$ cat src/rtl/bcd_scan_counter.sv
// Multi-digit BCD up/down counter with registered, time-multiplexed digit scan output.
// Optional leading-zero blanking on bcd_out is enabled by defining BCD_SCAN_LEADING_BLANK_EN.
module bcd_scan_counter #(
    parameter int DIGITS   = 4,
    parameter int SCAN_DIV = 16
) (
    input  logic                  clk,
    input  logic                  rst,
    input  logic                  en,
    input  logic                  up,
    input  logic                  load,
    input  logic [4*DIGITS-1:0]   load_val,
    output logic [4*DIGITS-1:0]   count,
    output logic                  ripple,
    output logic [3:0]            bcd_out,
    output logic [DIGITS-1:0]     digit_sel
);

    localparam int PW = (SCAN_DIV > 1) ? $clog2(SCAN_DIV) : 1;
    localparam int IW = (DIGITS > 1) ? $clog2(DIGITS) : 1;
    localparam logic [PW-1:0] PRESC_LAST = PW'(SCAN_DIV - 1);
    localparam logic [IW-1:0] IDX_LAST   = IW'(DIGITS - 1);

    logic [PW-1:0]         presc;
    logic [IW-1:0]         scan_idx;
    logic [4*DIGITS-1:0]   step_val;
    logic                  step_carry;
    logic                  carry;
    logic [3:0]            dig;
    logic [DIGITS-1:0]     sel_next;
    logic [3:0]            digit_next;
    logic [3:0]            bcd_next;

    // Carry/borrow chain: a digit only changes while a carry/borrow is still propagating.
    always_comb begin
        step_val = count;
        carry    = 1'b1;
        dig      = '0;
        for (int unsigned i = 0; i < DIGITS; i++) begin
            dig = count[4*i +: 4];
            if (carry) begin
                if (up) begin
                    if (dig >= 4'd9) begin
                        step_val[4*i +: 4] = '0;
                        carry              = 1'b1;
                    end else begin
                        step_val[4*i +: 4] = dig + 4'd1;
                        carry              = 1'b0;
                    end
                end else begin
                    if (dig == 4'd0) begin
                        step_val[4*i +: 4] = 4'd9;
                        carry              = 1'b1;
                    end else if (dig > 4'd9) begin
                        step_val[4*i +: 4] = 4'd9;
                        carry              = 1'b0;
                    end else begin
                        step_val[4*i +: 4] = dig - 4'd1;
                        carry              = 1'b0;
                    end
                end
            end
        end
        step_carry = carry;
    end

    always_ff @(posedge clk or posedge rst) begin
        if (rst) begin
            count  <= '0;
            ripple <= 1'b0;
        end else if (load) begin
            count  <= load_val;
            ripple <= 1'b0;
        end else if (en) begin
            count  <= step_val;
            ripple <= step_carry;
        end else begin
            ripple <= 1'b0;
        end
    end

    always_ff @(posedge clk or posedge rst) begin
        if (rst) begin
            presc    <= '0;
            scan_idx <= '0;
        end else if (presc == PRESC_LAST) begin
            presc    <= '0;
            scan_idx <= (scan_idx == IDX_LAST) ? '0 : scan_idx + 1'b1;
        end else begin
            presc    <= presc + 1'b1;
        end
    end

`ifdef BCD_SCAN_LEADING_BLANK_EN
    logic [DIGITS-1:0] zero_above;
    logic              blank_next;

    // zero_above[i]: digit i and every more-significant digit are zero.
    always_comb begin
        for (int unsigned i = 0; i < DIGITS; i++) begin
            zero_above[i] = 1'b1;
            for (int unsigned j = i; j < DIGITS; j++) begin
                if (count[4*j +: 4] != 4'd0) begin
                    zero_above[i] = 1'b0;
                end
            end
        end
    end
`endif

    always_comb begin
        sel_next   = '0;
        digit_next = '0;
`ifdef BCD_SCAN_LEADING_BLANK_EN
        blank_next = 1'b0;
`endif
        for (int unsigned i = 0; i < DIGITS; i++) begin
            if (scan_idx == IW'(i)) begin
                sel_next[i] = 1'b1;
                digit_next  = count[4*i +: 4];
`ifdef BCD_SCAN_LEADING_BLANK_EN
                blank_next  = (i != 0) && zero_above[i];
`endif
            end
        end
`ifdef BCD_SCAN_LEADING_BLANK_EN
        bcd_next = blank_next ? 4'hF : digit_next;
`else
        bcd_next = digit_next;
`endif
    end

    always_ff @(posedge clk or posedge rst) begin
        if (rst) begin
            digit_sel <= DIGITS'(1);
            bcd_out   <= '0;
        end else begin
            digit_sel <= sel_next;
            bcd_out   <= bcd_next;
        end
    end

endmodule

$ cat config.mk
export PLATFORM = sky130hd
export DESIGN_NAME = bcd_scan_counter
export DESIGN_NICKNAME = d
export VERILOG_FILES = /design/src/rtl/bcd_scan_counter.sv
export SDC_FILE = /design/constraint.sdc
export NUM_CORES = 1
export LEC_CHECK = 0
export BUFFER_PORTS_ARGS = -buffer_cell sky130_fd_sc_hd__buf_2
export CAP_MARGIN = 10
export CELL_PAD_IN_SITES_DETAIL_PLACEMENT = 1
export CELL_PAD_IN_SITES_GLOBAL_PLACEMENT = 1
export CORE_ASPECT_RATIO = 1.2
export CORE_MARGIN = 2
export CORE_UTILIZATION = 45
export DETAILED_ROUTE_END_ITERATION = 8
export PLACE_DENSITY_LB_ADDON = 0.08
export SYNTH_ARGS = -nofsm -noshare
export SYNTH_HDL_FRONTEND = slang
export SYNTH_SLANG_ARGS = --single-unit
$ cat constraint.sdc
create_clock -name clk -period 4.4 [get_ports clk]
set_clock_uncertainty 0.1 [all_clocks]
set_input_delay 0.88 -clock clk [delete_from_list [all_inputs] [get_ports clk]]
set_output_delay 0.88 -clock clk [all_outputs]
set_load 0.05 [all_outputs]
==> out/results.tsv <==
metric	value	unit
leakage power	1.254	nW
CP max stage cell	dfrtp_1	
TritonCTS sink count	31	
worst reg2reg path endpoint	count[7]	
final RePlAce weighted congestion	0.8332	
CP Data Arrival Time	2.70	ns
I/O pin cnt	46	
final core occ	52.51	%
f_max	376.0	MHz
PD cells	361.0	nW/um^2
Seq cells post-synth	31	
row count	29	
RR Startpoint	count[0]	
CTS tree	done	
GR Overflow Total	0	
H-tree levels	2	
register area share after synthesis	31.94	%
Cells after DPL	382	
post-CTS setup buffers	0	
clk root buf	clkbuf_8	
Mapped Area	2432	sq um
Chip Width	71.12	um
crit path kind	flop to flop	
Hold/Removal Path Class	flop to flop	
setup TNS	0	ns
Synth Area per Inst	8.359	sq um
delay-heaviest family, CP	simple AND/OR/NAND/NOR gates	
commonest non-fill, non-tap cells in the layout	45 x buf_2, 30 x dfrtp_1, 28 x nand2_1, 24 x o21ai_0, 23 x a21oi_1	
via count	2273	
R2R Setup Slk	1.74	ns
final setup fails	0	
Resized cells post-CTS	0	
Initial Util	46.23	%
DRT antenna net count	0	
Worst Path Required	4.44	ns
antenna cells	0	
Distinct cells, synth	60	
Startpoint Class	flop	
Die ar.	6012	sq um
CP Depth	7	
synthesis-to-finish area growth	13.58	%
worst r2r path cells	7	
Final Instance Area	2763	sq um
Hold-fix buffers, CTS	0	
total power	997.2	uW
Max VDD drop	0.1777	mV
drt first pass iters	4	
most common cell after layout, fill and taps aside	buf_2	
Setup crit end	count[7]	
Buf+Inv Stages, Crit Path	1	
RSZ-0062 raised after global routing	no	
Final Max Slew Viols	0	
max cap viols	0	
Largest stage delay, worst path	0.48	ns
pin count of the biggest net entering global routing	47	
Syn Nets	331	
WL/cell	16.79	um
Final Net Count	367	
core area	5261	sq um
Max FO, Critical Path	9	
Final HPWL DP	4.603	mm
layout cell share with drive strength beyond 1	21.04	%
Tmin final	2.660	ns
Fin. Hold Viols	0	
Via density	5.828	
count of warnings emitted by yosys	0	
vias in the first global route	2297	
maximum buffer depth of the clock tree	2	
relative slew slack	49.25	%
ys async rst share	100.0	%
worst path cell trace	inv_1, ha_1, or3b_4, o32ai_4, o21ai_2, nor4_1, o31ai_1	
Post-synth EDFFs	0	
final worst setup slack	1.740	ns
Starting DRT DRC Count	98	
gr usage total	22.97	%
PortBufs	45	
first-pass GRT wire length	11.14	mm
status	finished, final reports clean	
top_reg_cell synth	dfrtp_1	
WHS	0.4031	ns
worst setup path startpoint	count[0]	
Worst-Margin Slew	0.7613	ns
Clk pin slew, worst setup/hold paths	0.07	ns
DR DRC count	0	
Mapped Cells	291	
period utilization	60.44	%
Vert. Die Dim	84.54	um
Post-Layout Cell Count	390	
insertion delay to the later sink of the worst-skew pair	0.28	ns
initial antenna violation count	0	
Worst Setup End Kind	flop	
pre-CTS setup slack	1.462	ns
placed cell areas	2671	sq um
total wire length	6.548	mm
CTS buffer count	5	
[worst min-delay path by stage]
stage	start	end	slack [ns]	cells past startpoint
2_1_floorplan	presc[0]	presc[0]	0.35	1
5_1_grt	presc[3]	presc[3]	0.45	1
4_1_cts	presc[0]	presc[0]	0.40	1
3_3_place_gp	presc[0]	presc[0]	0.37	1
3_5_place_dp	presc[0]	presc[0]	0.39	1
6_report	presc[0]	presc[0]	0.40	1
[cells in the mapped netlist, drive strengths merged (4+ instances only)]
cell type / n / area share [%]
nand2b: 7 / 1.8
or3b: 5 / 1.9
nand3: 9 / 1.9
buf: 5 / 1.1
a21o: 6 / 1.9
nor2: 17 / 2.6
o22ai: 6 / 1.5
ha: 19 / 9.8
dfrtp: 30 / 31
nor4: 4 / 1.0
inv: 19 / 2.9
o21ai: 25 / 5.3
clkbuf: 12 / 1.9
a31oi: 9 / 2.9
o31ai: 4 / 1.2
nor3b: 6 / 1.9
nand3b: 5 / 1.5
nand2: 28 / 4.3
a21oi: 24 / 5.1
[metal layers]
metal / up-vias / wire (um) / global-route usage (%)
met4: 0 / 77 / 6.861
met5: - / 0 / 0
met1: 1090 / 2987 / 30.11
met2: 51 / 3284 / 38.91
li1: 1126 / - / -
met3: 6 / 199 / 3.601
[power breakdown]
group          switching [mW]  internal (mW)
Combinational           0.250          0.134
Sequential             0.0686          0.312
Clock                   0.107          0.126
[cell type report]
cell class | count | area, sq um
fill | 665 | 2499
multi-input combinational | 224 | 1513
sequential | 31 | 777.0
timing repair buffer | 46 | 232.7
clock buffer | 7 | 86.33
tap | 62 | 77.57
inverter | 19 | 71.32
clock inverter | 1 | 5.005
[cells by family after synthesis]
kind of cell / Yosys count / share of synthesized area (%)
xor+xnor: 3 / 1.080
simple gates: 102 / 23.15
mux: 3 / 1.286
compound gates: 97 / 26.90
buf+inv: 36 / 5.864
flops: 31 / 31.94
fa+ha+maj: 19 / 9.774
[state kept, by name (all words and copies together) (netlist names)]
| register | cells |
|---|---|
| presc | 4 |
| ripple | 1 |
| bcd_out | 4 |
| count | 16 |
| scan_idx | 2 |
| digit_sel | 4 |
[worst register-to-register path, stage by stage, from the launching register on]
cell	delay [ns]
dfrtp_1	0.48
inv_1	0.16
ha_1	0.33
or3b_4	0.46
o32ai_4	0.47
o21ai_2	0.12
nor4_1	0.30
o31ai_1	0.11
No activity file was read; power rests on OpenSTA's default activity.
